--- config.mk ---
export PLATFORM = sky130hd
export DESIGN_NAME = ex_mem_stage_flat
export DESIGN_NICKNAME = d
export VERILOG_FILES = /design/src/rtl/ex_mem_if.sv /design/src/rtl/ex_mem_stage.sv /design/src/flat_wrapper.sv
export SDC_FILE = /design/constraint.sdc
export NUM_CORES = 1
export LEC_CHECK = 0
export CAP_MARGIN = 20
export CORE_ASPECT_RATIO = 0.8
export CORE_MARGIN = 10
export CORE_UTILIZATION = 35
export DETAILED_ROUTE_END_ITERATION = 8
export PLACE_DENSITY_LB_ADDON = 0.08
export SETUP_SLACK_MARGIN = 0.05
export SLEW_MARGIN = 15
export SYNTH_ARGS = -nofsm -noshare
export SYNTH_HDL_FRONTEND = slang
export SYNTH_SLANG_ARGS = --single-unit
export TNS_END_PERCENT = 30
--- constraint.sdc ---
create_clock -name clk -period 5.3 [get_ports clk]
set_input_delay 1.06 -clock clk [delete_from_list [all_inputs] [get_ports clk]]
set_output_delay 1.06 -clock clk [all_outputs]
set_load 0.05 [all_outputs]
--- src/rtl/ex_mem_if.sv ---
// Bundle between the decode/issue side and the execute stage, including the
// registered EX->MEM fields consumed by mem_wb and the busy back-pressure.
interface ex_mem_if #(
    parameter int WIDTH = 32,
    parameter int PC_W  = 5,
    parameter int REG_W = 5
);
    logic               flush;
    logic               in_valid;
    logic [PC_W-1:0]    pc;
    logic [3:0]         alu_op;
    logic [WIDTH-1:0]   op_a;
    logic [WIDTH-1:0]   op_b;
    logic [WIDTH-1:0]   write_data;
    logic [2:0]         jump_type;
    logic               reg_wrenable;
    logic               mem_wrenable;
    logic [REG_W-1:0]   write_reg;
    logic               mem_to_reg;

    logic               busy;
    logic               out_valid;
    logic [PC_W-1:0]    out_pc;
    logic [WIDTH-1:0]   out_alu_res;
    logic [WIDTH-1:0]   out_write_data;
    logic [2:0]         out_jump_type;
    logic               out_reg_wrenable;
    logic               out_mem_wrenable;
    logic [REG_W-1:0]   out_write_reg;
    logic               out_mem_to_reg;

    modport master (
        output flush, in_valid, pc, alu_op, op_a, op_b, write_data, jump_type,
               reg_wrenable, mem_wrenable, write_reg, mem_to_reg,
        input  busy, out_valid, out_pc, out_alu_res, out_write_data, out_jump_type,
               out_reg_wrenable, out_mem_wrenable, out_write_reg, out_mem_to_reg
    );

    modport slave (
        input  flush, in_valid, pc, alu_op, op_a, op_b, write_data, jump_type,
               reg_wrenable, mem_wrenable, write_reg, mem_to_reg,
        output busy, out_valid, out_pc, out_alu_res, out_write_data, out_jump_type,
               out_reg_wrenable, out_mem_wrenable, out_write_reg, out_mem_to_reg
    );
endinterface

--- src/rtl/ex_mem_stage.sv ---
// Execute stage plus EX->MEM pipeline register.
// state | meaning
// IDLE  | single-cycle ALU ops go straight to the output register
// MUL   | shift-add multiply in flight; output holds bubbles, busy=1
// A MUL result lands WIDTH+1 edges after acceptance: WIDTH accumulate edges,
// then one edge that moves the product into the output register.
module ex_mem_stage #(
    parameter int WIDTH = 32,
    parameter int PC_W  = 5,
    parameter int REG_W = 5
) (
    input  logic      clk,
    input  logic      rst_n,
    ex_mem_if.slave   bus
);
    localparam int CNT_W = $clog2(WIDTH) + 1;
    localparam logic [3:0] OP_MUL = 4'd10;

    typedef enum logic {IDLE = 1'b0, MUL = 1'b1} state_t;

    typedef struct packed {
        logic               valid;
        logic [PC_W-1:0]    pc;
        logic [WIDTH-1:0]   alu_res;
        logic [WIDTH-1:0]   write_data;
        logic [2:0]         jump_type;
        logic               reg_we;
        logic               mem_we;
        logic [REG_W-1:0]   write_reg;
        logic               mem_to_reg;
    } out_t;

    state_t             state;
    out_t               out_q;
    out_t               in_fields;
    out_t               mul_fields;
    logic [WIDTH-1:0]   alu_res;
    logic [WIDTH-1:0]   acc;
    logic [WIDTH-1:0]   mcand;
    logic [WIDTH-1:0]   mplier;
    logic [CNT_W-1:0]   count;
    logic [4:0]         shamt;

    assign shamt = bus.op_b[4:0];

    // Single-cycle ALU; MUL and undefined opcodes produce 0 here.
    always_comb begin
        alu_res = '0;
        case (bus.alu_op)
            4'd0:    alu_res = bus.op_a + bus.op_b;
            4'd1:    alu_res = bus.op_a - bus.op_b;
            4'd2:    alu_res = bus.op_a & bus.op_b;
            4'd3:    alu_res = bus.op_a | bus.op_b;
            4'd4:    alu_res = bus.op_a ^ bus.op_b;
            4'd5:    alu_res = bus.op_a << shamt;
            4'd6:    alu_res = bus.op_a >> shamt;
            4'd7:    alu_res = WIDTH'($signed(bus.op_a) >>> shamt);
            4'd8:    alu_res = {{(WIDTH-1){1'b0}}, $signed(bus.op_a) < $signed(bus.op_b)};
            4'd9:    alu_res = {{(WIDTH-1){1'b0}}, bus.op_a < bus.op_b};
            4'd11:   alu_res = bus.op_b;
            default: alu_res = '0;
        endcase
    end

    // Gather the issued instruction into the shape of the output register.
    always_comb begin
        in_fields            = '0;
        in_fields.valid      = 1'b1;
        in_fields.pc         = bus.pc;
        in_fields.alu_res    = alu_res;
        in_fields.write_data = bus.write_data;
        in_fields.jump_type  = bus.jump_type;
        in_fields.reg_we     = bus.reg_wrenable;
        in_fields.mem_we     = bus.mem_wrenable;
        in_fields.write_reg  = bus.write_reg;
        in_fields.mem_to_reg = bus.mem_to_reg;
    end

    // FSM, multiplier datapath and EX->MEM register; all-zero '0 is the bubble.
    always_ff @(posedge clk or negedge rst_n) begin
        if (!rst_n) begin
            state      <= IDLE;
            out_q      <= '0;
            mul_fields <= '0;
            acc        <= '0;
            mcand      <= '0;
            mplier     <= '0;
            count      <= '0;
        end else begin
            case (state)
                IDLE: begin
                    if (bus.flush) begin
                        out_q <= '0;
                    end else if (bus.in_valid && bus.alu_op == OP_MUL) begin
                        mul_fields <= in_fields;
                        mcand      <= bus.op_a;
                        mplier     <= bus.op_b;
                        acc        <= '0;
                        count      <= '0;
                        state      <= MUL;
                        out_q      <= '0;
                    end else if (bus.in_valid) begin
                        out_q <= in_fields;
                    end else begin
                        out_q <= '0;
                    end
                end
                MUL: begin
                    if (bus.flush) begin
                        state <= IDLE;
                        out_q <= '0;
                    end else if (count == CNT_W'(WIDTH)) begin
                        out_q         <= mul_fields;
                        out_q.alu_res <= acc;
                        state         <= IDLE;
                    end else begin
                        if (mplier[0]) begin
                            acc <= acc + mcand;
                        end
                        mcand  <= mcand << 1;
                        mplier <= mplier >> 1;
                        count  <= count + CNT_W'(1);
                        out_q  <= '0;
                    end
                end
                default: begin
                    state <= IDLE;
                    out_q <= '0;
                end
            endcase
        end
    end

    assign bus.busy             = (state == MUL);
    assign bus.out_valid        = out_q.valid;
    assign bus.out_pc           = out_q.pc;
    assign bus.out_alu_res      = out_q.alu_res;
    assign bus.out_write_data   = out_q.write_data;
    assign bus.out_jump_type    = out_q.jump_type;
    assign bus.out_reg_wrenable = out_q.reg_we;
    assign bus.out_mem_wrenable = out_q.mem_we;
    assign bus.out_write_reg    = out_q.write_reg;
    assign bus.out_mem_to_reg   = out_q.mem_to_reg;
endmodule

--- src/flat_wrapper.sv ---
// flat-port wrapper written by rule: the top's interface ports become plain ports
module ex_mem_stage_flat 
#(
    parameter int WIDTH = 32,
    parameter int PC_W  = 5,
    parameter int REG_W = 5
)
  (clk, rst_n, bus_flush, bus_in_valid, bus_pc, bus_alu_op, bus_op_a, bus_op_b, bus_write_data, bus_jump_type, bus_reg_wrenable, bus_mem_wrenable, bus_write_reg, bus_mem_to_reg, bus_busy, bus_out_valid, bus_out_pc, bus_out_alu_res, bus_out_write_data, bus_out_jump_type, bus_out_reg_wrenable, bus_out_mem_wrenable, bus_out_write_reg, bus_out_mem_to_reg);
  ex_mem_if #(.WIDTH(WIDTH), .PC_W(PC_W), .REG_W(REG_W)) bus_i ();
  input  logic clk;
  input  logic rst_n;
  input wire logic [$bits(bus_i.flush)-1:0] bus_flush;
  input wire logic [$bits(bus_i.in_valid)-1:0] bus_in_valid;
  input wire logic [$bits(bus_i.pc)-1:0] bus_pc;
  input wire logic [$bits(bus_i.alu_op)-1:0] bus_alu_op;
  input wire logic [$bits(bus_i.op_a)-1:0] bus_op_a;
  input wire logic [$bits(bus_i.op_b)-1:0] bus_op_b;
  input wire logic [$bits(bus_i.write_data)-1:0] bus_write_data;
  input wire logic [$bits(bus_i.jump_type)-1:0] bus_jump_type;
  input wire logic [$bits(bus_i.reg_wrenable)-1:0] bus_reg_wrenable;
  input wire logic [$bits(bus_i.mem_wrenable)-1:0] bus_mem_wrenable;
  input wire logic [$bits(bus_i.write_reg)-1:0] bus_write_reg;
  input wire logic [$bits(bus_i.mem_to_reg)-1:0] bus_mem_to_reg;
  output wire logic [$bits(bus_i.busy)-1:0] bus_busy;
  output wire logic [$bits(bus_i.out_valid)-1:0] bus_out_valid;
  output wire logic [$bits(bus_i.out_pc)-1:0] bus_out_pc;
  output wire logic [$bits(bus_i.out_alu_res)-1:0] bus_out_alu_res;
  output wire logic [$bits(bus_i.out_write_data)-1:0] bus_out_write_data;
  output wire logic [$bits(bus_i.out_jump_type)-1:0] bus_out_jump_type;
  output wire logic [$bits(bus_i.out_reg_wrenable)-1:0] bus_out_reg_wrenable;
  output wire logic [$bits(bus_i.out_mem_wrenable)-1:0] bus_out_mem_wrenable;
  output wire logic [$bits(bus_i.out_write_reg)-1:0] bus_out_write_reg;
  output wire logic [$bits(bus_i.out_mem_to_reg)-1:0] bus_out_mem_to_reg;
  assign bus_i.flush = bus_flush;
  assign bus_i.in_valid = bus_in_valid;
  assign bus_i.pc = bus_pc;
  assign bus_i.alu_op = bus_alu_op;
  assign bus_i.op_a = bus_op_a;
  assign bus_i.op_b = bus_op_b;
  assign bus_i.write_data = bus_write_data;
  assign bus_i.jump_type = bus_jump_type;
  assign bus_i.reg_wrenable = bus_reg_wrenable;
  assign bus_i.mem_wrenable = bus_mem_wrenable;
  assign bus_i.write_reg = bus_write_reg;
  assign bus_i.mem_to_reg = bus_mem_to_reg;
  assign bus_busy = bus_i.busy;
  assign bus_out_valid = bus_i.out_valid;
  assign bus_out_pc = bus_i.out_pc;
  assign bus_out_alu_res = bus_i.out_alu_res;
  assign bus_out_write_data = bus_i.out_write_data;
  assign bus_out_jump_type = bus_i.out_jump_type;
  assign bus_out_reg_wrenable = bus_i.out_reg_wrenable;
  assign bus_out_mem_wrenable = bus_i.out_mem_wrenable;
  assign bus_out_write_reg = bus_i.out_write_reg;
  assign bus_out_mem_to_reg = bus_i.out_mem_to_reg;
  ex_mem_stage #(.WIDTH(WIDTH), .PC_W(PC_W), .REG_W(REG_W)) u_core (.clk(clk), .rst_n(rst_n), .bus(bus_i));
endmodule
Yosys cells after proc, flatten, opt, wreduce, memory -nomap -nowiden

Index checks and enable logic that the tools add are counted.

Register bits after elaboration: 233
Output and inout bits: 82
Logic and storage cells: 91

$add $sub $neg: 4
$lt $le $gt $ge: 2
Eq/ne operators: 17
Shift-type cells: 3
Multiplexer cells: 33
Bitwise logic cells: 5
Reductions and logical operators: 5

Operator list:

| kind                  | count |
|---|---|
| $mux W32              | 13 |
| $mux W81              | 5 |
| $pmux W32 S11         | 1 |
| $pmux W32 S2          | 3 |
| $pmux W81 S2          | 1 |
| $add A32 B32 Y32      | 2 |
| $lt A32 B32 Y1        | 2 |
| $and A32 B32 Y32      | 1 |
| $or A32 B32 Y32       | 1 |
| $shl A32 B5 Y32       | 1 |
| $shr A32 B5 Y32       | 1 |
| $sshr A32 B5 Y32      | 1 |
| $sub A32 B32 Y32      | 1 |
| $xor A32 B32 Y32      | 1 |
| $mux W6               | 4 |
| $eq A4 B3 Y1 const B  | 4 |
| $eq A4 B4 Y1 const B  | 4 |
| $pmux W6 S2           | 1 |
| $eq A4 B2 Y1 const B  | 2 |
| $ne A2 B2 Y1 const B  | 4 |
| $add A6 B1 Y6 const B | 1 |
| $eq A6 B6 Y1 const B  | 1 |
| $reduce_and A5 Y1     | 1 |
| $eq A4 B1 Y1 const B  | 1 |
| other kinds (8)       | 12 |

Longest topological paths before layout

Word-level depth: 6
Gate-level depth with buffers: 16
Mapped depth without buffers: 14

Least setup slack after synthesis

No wires, ideal clock.

Kind: input to register
Start point: in bus_op_b[3]
End point: reg u_core.out_q (netlist bit u_core.bus.out_alu_res[31])
Data arrival time: 4268 ps
Data required time: 5179 ps
Path slack: 911 ps
Stages on the path: 15
Cells stage by stage: inv_1 clkbuf_1 clkbuf_1 clkbuf_1 ha_1 buf_6 or4_4 a21boi_2 o21ai_4 o31ai_4 a211oi_1 o31ai_2 a221oi_1 a22oi_1 nand2_1

Word-level cells in the longest chain between the ends: 6
Elaborated cells on any way between the ends: 10
Classes of those cells: add/sub: 2; shift: 3; mux: 5

RTL lines:

| element                                  | line                | RTL |
|---|---|---|
| from (decl)                              | flat_wrapper.sv:17  | `input wire logic [$bits(bus_i.op_b)-1:0] bus_op_b;` |
| $sub A32 B32 Y32 (tied with other cells) | ex_mem_stage.sv:51  | `4'd1: alu_res = bus.op_a - bus.op_b;` |
| $pmux W32 S11 *                          | ex_mem_stage.sv:49  | `case (bus.alu_op)` |
| $mux W81 *                               | ex_mem_stage.sv:102 | `end else if (bus.in_valid) begin` |
| $mux W81 *                               | ex_mem_stage.sv:94  | `end else if (bus.in_valid && bus.alu_op == OP_MUL) begin` |
| $mux W81 *                               | ex_mem_stage.sv:92  | `if (bus.flush) begin` |
| $pmux W81 S2 *                           | ex_mem_stage.sv:90  | `case (state)` |
| to (signal assigned)                     | ex_mem_stage.sv:103 | `out_q <= in_fields;` |
| to (signal assigned)                     | ex_mem_stage.sv:113 | `out_q <= mul_fields;` |
| to (decl)                                | ex_mem_stage.sv:34  | `out_t out_q;` |

Mark *: on every way between the ends. The rest lies on a longest branch, timed or not.
A chain may end at the register's enable or synchronous reset.

Final worst setup path

Start point: in bus_op_a[1]
End point: reg u_core.out_q (netlist bit u_core.bus.out_alu_res[31])

Word-level cells in the longest chain between the ends: 6
Elaborated cells on any way between the ends: 10
Classes of those cells: add/sub: 2; shift: 3; mux: 5

RTL lines:

| element                                  | line                | RTL |
|---|---|---|
| from (decl)                              | flat_wrapper.sv:16  | `input wire logic [$bits(bus_i.op_a)-1:0] bus_op_a;` |
| $sub A32 B32 Y32 (tied with other cells) | ex_mem_stage.sv:51  |  |
| $pmux W32 S11 *                          | ex_mem_stage.sv:49  |  |
| $mux W81 *                               | ex_mem_stage.sv:102 |  |
| $mux W81 *                               | ex_mem_stage.sv:94  |  |
| $mux W81 *                               | ex_mem_stage.sv:92  |  |
| $pmux W81 S2 *                           | ex_mem_stage.sv:90  |  |

Marks and branches as above.

==> impl_metrics.csv <==
group,metric,value,unit
floorplanning,die_area,65000,µm²
final_layout,finalNetCount,2735,
global_route,grt.total_usage,25.1,%
place,place_inst,3154,
synth,synth.largest_area_cell,"dfrtp_1",
outcome,status,"finished, final reports clean",
global_route,antenna_found_initial,2,
drt,wl_per_cell,26.2,µm
pwr,power.leakage,0.0102,µW
critical_path,max_stage_delay,0.77,ns
timing,skew,0.0350,ns
timing,holdWs,0.459,ns
drt,dr_wl_met2,36500,µm
drt,drt-met1-wl,38100,µm
clocking,worstSkewPairLatency,0.59,ns
floorplanning,coreArea,54200,µm²
floorplanning,core.rowCount,76,
critical_path,worstPathRequired,5.78,ns
critical_path,path_delay_family,"compound AO/OA/AOI/OAI gates",
clocking,clk_pin_slew,0.07,ns
clocking,root_buffer,"clkbuf_16",
drt,vias_per_cell,5.95,
critical_path,critical_path_class,"input port to register",
drt,firstDrtPassIters,5,
timing,setup_violations,0,
final_layout,top_register,"u_core.mul_fields",
drt,wl_met3,7180,µm
critical_path,worst_r2r_path_depth,12,
critical_path,worstPathArrival,4.82,ns
timing,rsz0062_at_grt,"false",
clocking,tritoncts,"yes",
critical_path,critical_path.max_fanout,10,
timing,fin_setup_tns,0,ns
final_layout,final_cell_mix,"nand2_1 (322), dfrtp_1 (232), nor2_1 (222)",
synth,syn-num-nets,2542,
synth,async_reset_ff_share,100,%
floorplanning,initial_core_util,35.6,%
timing,maxSlewViolCount,0,
critical_path,cp-start-kind,"input port",
floorplanning,dieWidth,283,µm
global_route,grt_start_max_net_pins,93,
drt,highest_layer,"met4",
place,gp_congestion,0.980,
hold_path,hp-class,"input port to asynchronous set/reset pin",
final_layout,largest_reg_flops,49,
drt,drcViolationCount,0,
clocking,hold_buffers,0,
synth,synth_top_cell_area_share,30.2,%
timing,final.min_clock_period,4.35,ns
synth,avgSynthCellArea,8.43,µm²
synth,ys_types,91,
timing,worst-slew-pin-transition,0.908,ns
global_route,grt-ovfl-total,0,
critical_path,path_cells,"clkdlybuf4s50_1 -> inv_1 -> ha_1 -> a21o_1 -> nand4_1 -> a311oi_1 -> o211a_1 -> o2111ai_1 -> a2111oi_0 -> buf_4 -> o21ai_0 -> a31oi_1 -> o22a_1 -> nand2_1",
clocking,htreeDepth,1,
critical_path,cp_num_buf_inv,3,
critical_path,slowest_stage,"clkdlybuf4s50_1",
place,io_buffers,201,
global_route,grt_pass1_wl,124000,µm
floorplanning,fp.dieH,230,µm
synth,synth_area,19300,µm²
clocking,cts_made_buffers,28,
global_route,grt_pass1_vias,18300,
clocking,cts_sinks,233,
drt,drtAntennaViolNets,0,
final_layout,drive_gt1_share,11.4,%
final_layout,num-fill-cells,5322,
timing,timing.fmax,230,MHz
place,dp_hpwl,63300,µm
synth,synth_edf_count,0,
synth,ys.flop_type,"dfrtp_1",
synth,syn_inst,2289,
clocking,post_cts_buffers,0,
final_layout,mostFrequentLayoutCell,"nand2_1",
clocking,cts_resized,0,
final_layout,multi_input_area,12500,µm²
run,max_cap_violations,0,
drt,dr.first_iter.drc_count,2221,
synth,ys_ff_latch,233,
final_layout,fin_cells,3207,
critical_path,crit_cells,14,
pwr,vdd_drop_max,223,µV
drt,vias,19100,
final_layout,syn2layout_area_growth,22.2,%
final_layout,seqCellArea,5830,µm²
timing,hold_viol,0,
clocking,clock_path_buffers,3,
floorplanning,ios,202,
drt,drt_wl_total,84200,µm
synth,synth_area_leaders,"dfrtp_1 (30%), ha_1 (8.4%), mux4_2 (6.5%)",
timing,fin_crit_sh,82.0,%
synth,ys_seq_area_share,30.2,%
pwr,p_per_area,296,nW/µm²
timing,slew_headroom,38.9,%
critical_path,critPathCaptureType,"register",
synth,yosysWarnings,0,
per-layer routing:
| layer | up-vias | track usage [%] |
|---|---|---|
| met4 | 0 | 6.79 |
| met2 | 802 | 37.3 |
| li1 | 8736 | - |
| met5 | - | 0 |
| met3 | 101 | 5.30 |
| met1 | 9453 | 36.1 |
Yosys cell counts, types with 9 or more instances:
cell type  number
a221o_1         9
o21bai_1       19
a31oi_1        20
and2_1         10
dfrtp_1       233
o22ai_1        14
or3_1          12
nand3_1        35
o21ai_1        26
a21oi_1       203
mux4_2         56
inv_1          99
clkbuf_1      108
buf_4           9
a22o_1         52
ha_1          130
a211oi_1       20
nor4_1         12
nand4_1        14
a21o_1         30
buf_1          19
o221ai_1        9
buf_2          20
xor2_1         23
o211ai_1       25
a22oi_1        24
nand2_1       324
o21ai_0       130
nor3_1         46
o2111ai_1      10
o21a_1         11
nor2b_1        14
and3_1         11
nor2_1        223
nand2b_1       18
a221oi_1       27
xnor2_1        19
mux2i_1        98
logic make-up (layout without fill, tap and decap cells):
logic type / Yosys count / after routing / share of synthesized area, %
mux: 161 / 161 / 12.0
compound gates: 721 / 721 / 25.1
other cells: 0 / 2 / 0
xor+xnor: 42 / 42 / 1.91
flops: 233 / 233 / 30.2
simple gates: 739 / 739 / 16.5
buf+inv: 260 / 474 / 5.48
fa+ha+maj: 133 / 133 / 8.74
report_power, final:
group / total, µW / leakage [µW] / switching, µW / internal [µW]
registers: 2340 / 0.00299 / 244 / 2100
clock network: 2100 / 0.000489 / 846 / 1250
logic: 2530 / 0.00671 / 1520 / 1010
metrics by stage:
| step | setup WS (ns) | utilization (%) | instance area, µm² | total power (µW) |
|---|---|---|---|---|
| final | 0.953 | 43.5 | 23600 | 6970 |
| after floorplan | 0.911 | - | 19300 | 3990 |
| after CTS | 1.10 | 43.5 | 23600 | 7000 |
| after global routing | 0.771 | 43.5 | 23600 | 7380 |
| after global placement | 0.509 | 41.6 | 22600 | 4830 |
| after detailed placement | 0.496 | 41.7 | 22600 | 4850 |
cell type report:
cell class | count | area share, %
Clock inverter | 11 | 0.653
Clock buffer | 40 | 3.59
Antenna cell | 2 | 0.0212
Multi-Input combinational cell | 1796 | 52.8
Tap cell | 702 | 3.72
Timing Repair Buffer | 322 | 12.8
Sequential cell | 233 | 24.7
Inverter | 101 | 1.61
path summary, 6_finish.rpt:
path	startpoint	end	slack, ns
setup / recovery	bus_op_a[1]	u_core.bus.out_alu_res[31]	0.95
hold / removal	rst_n	u_core.mplier[28]	0.46
setup reg to reg	u_core.mcand[0]	u_core.acc[30]	1.67
hold reg to reg	u_core.mul_fields[35]	u_core.bus.out_write_data[24]	0.47
max in group asynchronous	rst_n	u_core.bus.out_alu_res[10]	3.73
min in group clk	u_core.mul_fields[35]	u_core.bus.out_write_data[24]	0.47
Power figures use the tool's default switching activity.
==> RTL change, RTL diff (config.mk and constraints unchanged) <==
`PC_W` is set to 5 in 3 places; all go to 10.
--- a/src/rtl/ex_mem_if.sv
+++ b/src/rtl/ex_mem_if.sv
@@ -4,3 +4,3 @@
     parameter int WIDTH = 32,
-    parameter int PC_W  = 5,
+    parameter int PC_W  = 10,
     parameter int REG_W = 5
--- a/src/rtl/ex_mem_stage.sv
+++ b/src/rtl/ex_mem_stage.sv
@@ -8,3 +8,3 @@
     parameter int WIDTH = 32,
-    parameter int PC_W  = 5,
+    parameter int PC_W  = 10,
     parameter int REG_W = 5
--- a/src/flat_wrapper.sv
+++ b/src/flat_wrapper.sv
@@ -4,3 +4,3 @@
     parameter int WIDTH = 32,
-    parameter int PC_W  = 5,
+    parameter int PC_W  = 10,
     parameter int REG_W = 5
Interface: changed (resized bus_out_pc and bus_pc); port bits go from 202 to 212. No check against the original RTL was run, so the function may have changed too.
==> RTL change against the unedited design <==
Sequential cell count is 10 higher. Highest routed layer unchanged. Via count up 1.6%. Worst setup slack worse by 0.021 ns. Synthesized area up 1.8%. Total power fell by 7.2%. Final area rose by 1.7%. Critical path type unchanged. Largest cell class unchanged. Routed wire length up 0.63%. Register-to-register slack gained 0.02 ns. First-iteration DRC count shrank 8.0%. Cell count up 3.6%.
==> RTL change: results (changes against the unedited design) <==
Synth Flop Type -> dfrtp_1 (unchanged)
Seq power -> 2320 uW
first-pass GRT wire length -> 127000 um (was 124000 um)
M1 wire length -> 39000 um (was 38100 um)
yosys warns -> 0 (unchanged)
Top Metal Used -> met4 (unchanged)
clock latency on the worst-skew pair -> 0.59 ns (about the same)
routability cong. -> 1.01 (was 0.980)
Post-DP HPWL -> 63300 um (about the same)
crit path to -> u_core.bus.out_alu_res[30]$_DFF_PN0_ (was u_core.bus.out_alu_res[31]$_DFF_PN0_)
Reg clk slew, reported paths -> 0.07 ns (about the same)
Largest register FFs -> 54 (was 49)
nets -> 2807 (was 2735)
switching part of the total power -> 0.357 (was 0.374)
top cells by area, synth -> dfrtp_1, ha_1, nand2_1, mux2i_1, o21ai_0 (was dfrtp_1, ha_1, mux4_2, nand2_1, a21oi_1)
post-synthesis sequential area ratio -> 0.310 (was 0.302)
Peak supply drop -> 0.000270 V (was 0.000223 V)
vias in the first global route -> 19100 (was 18300)
syn_nets -> 2618 (was 2542)
Clock Power Share -> 0.335 (was 0.301)
Post-CTS Setup Inserts -> 0 (unchanged)
1st-iter DRT viols -> 2043 (was 2221)
Final Skew -> 0.0172 ns (was 0.0350 ns)
critical path startpoint -> bus_op_a[0] (was bus_op_a[1])
1st-pass router iterations -> 6 (was 5)
DP Area -> 23000 um^2 (was 22600 um^2)
worst hold path class -> in2async (unchanged)
critical path peak fanout -> 5 (was 10)
critical path's slowest cell -> clkdlybuf4s50_1 (unchanged)
Worst R2R Setup Slack -> 1.69 ns (was 1.67 ns)
Total Wirelength -> 84700 um (was 84200 um)
most frequent cells after synthesis -> nand2_1, dfrtp_1, o21ai_0, nor2_1, a21oi_1 (was nand2_1, dfrtp_1, nor2_1, a21oi_1)
worst r2r dst -> u_core.acc[30]$_DFFE_PN0P_ (unchanged)
Total GRT Usage -> 0.248 (was 0.251)
status -> finished, final reports clean (unchanged)
IO Port Bufs -> 211 (was 201)
antenna violations before repair -> 0 (was 2)
Worst EP arrival -> 4.90 ns (was 4.82 ns)
root buffer cell -> clkbuf_16 (unchanged)
total CTS buffers -> 29 (was 28)
met3 wire len -> 7160 um (was 7180 um)
async set-reset flop share out of synthesis -> 1.00 (unchanged)
met2 WL -> 35800 um (was 36500 um)
Reg-to-Reg Start -> u_core.mcand[0]$_DFFE_PN0P_ (unchanged)
Antenna Cells -> 0 (was 2)
H-tree depth reported by CTS -> 1 (unchanged)
Biggest register -> u_core.mul_fields (unchanged)
critical path endpoint category -> flop (unchanged)
setup TNS -> 0 ns (unchanged)
LEAKAGE -> 0.0106 uW (was 0.0102 uW)
Least-Margin Pin Slew -> 1.00 ns (was 0.908 ns)
reg2reg path depth -> 12 (unchanged)
via/cell ratio -> 5.84 (was 5.95)
Distinct cells, synth -> 89 (was 91)
pin count of the biggest net entering global routing -> 127 (was 93)
max incr delay on CP -> 0.51 ns (was 0.77 ns)
Layout fillers -> 5553 (was 5322)
share of cells above drive strength 1 -> 0.102 (was 0.114)
-- RTL change: changes by cell type after synthesis, moves of 9 or more --
| cell | delta |
|---|---|
| dfrtp_1 | +10 |
| a211oi_1 | +10 |
| o21ai_0 | +85 |
| a21oi_1 | -39 |
| o21ai_1 | -14 |
| mux4_2 | -13 |
| nand2_1 | +66 |
| mux2i_1 | +16 |
| a22o_1 | +9 |
| o211ai_1 | -9 |
| nor2_1 | -39 |
-- RTL change: metrics by stage --
step / utilization / worst slack, ns / total power, uW / cells / hold slack, ns
finish: 0.433 / 0.933 / 6470 / 3322 / 0.428
global route: 0.433 / 0.813 / 6820 / 3322 / 0.486
CTS: 0.433 / 1.09 / 6510 / 3322 / 0.454
detailed placement: 0.415 / 0.466 / 4300 / 3268 / 0.455
global placement: 0.415 / 0.500 / 4280 / 3268 / 0.450
floorplan: - / 0.972 / 3530 / 2360 / 0.435
-- RTL change: worst min-delay path by stage --
| stage | slack (ns) | cells past startpoint | to | startpoint |
|---|---|---|---|---|
| 4_1_cts | 0.45 | 1 | u_core.mplier[26]$_DFFE_PN0P_ | rst_n |
| 3_5_place_dp | 0.45 | 1 | u_core.mul_fields[85]$_DFFE_PN0P_ | u_core.mul_fields[85]$_DFFE_PN0P_ |
| 2_1_floorplan | 0.44 | 1 | u_core.mul_fields[85]$_DFFE_PN0P_ | u_core.mul_fields[85]$_DFFE_PN0P_ |
| 5_1_grt | 0.49 | 1 | u_core.mplier[26]$_DFFE_PN0P_ | rst_n |
| 6_report | 0.43 | 1 | u_core.mplier[26]$_DFFE_PN0P_ | rst_n |
| 3_3_place_gp | 0.45 | 1 | u_core.mul_fields[85]$_DFFE_PN0P_ | u_core.mul_fields[85]$_DFFE_PN0P_ |
-- RTL change: cell type report --
class / count / area, um^2 / area share
sequential: 243 / 6080 / 0.254
clock buffer: 36 / 772 / 0.0322
timing repair buffer: 320 / 2980 / 0.124
clock inverter: 18 / 238 / 0.00991
inverter: 104 / 390 / 0.0163
tap: 750 / 938 / 0.0391
multi-input combinational: 1851 / 12600 / 0.524
-- RTL change: cells by family after synthesis --
kind of cell | count (synthesis) | synth area share
buf+inv | 266 | 0.0530
flops | 243 | 0.310
fa+ha+maj | 133 | 0.0859
compound gates | 749 | 0.251
mux | 166 | 0.113
xor+xnor | 45 | 0.0201
simple gates | 758 | 0.168
-- RTL change: layer usage --
metal / up-vias / track usage
li1: 8914 / -
met5: - / 0
met3: 131 / 0.0605
met1: 9493 / 0.351
met4: 0 / 0.0742
met2: 861 / 0.367
-- RTL change: worst max-delay path, delay by kind of cell --
kind,cells,cell delay [ns]
AO/OA/AOI/OAI,8,2.04
AND/OR/NAND/NOR,2,0.45
buffers and inverters,3,0.74
adder cells (fa/ha/maj),2,0.59
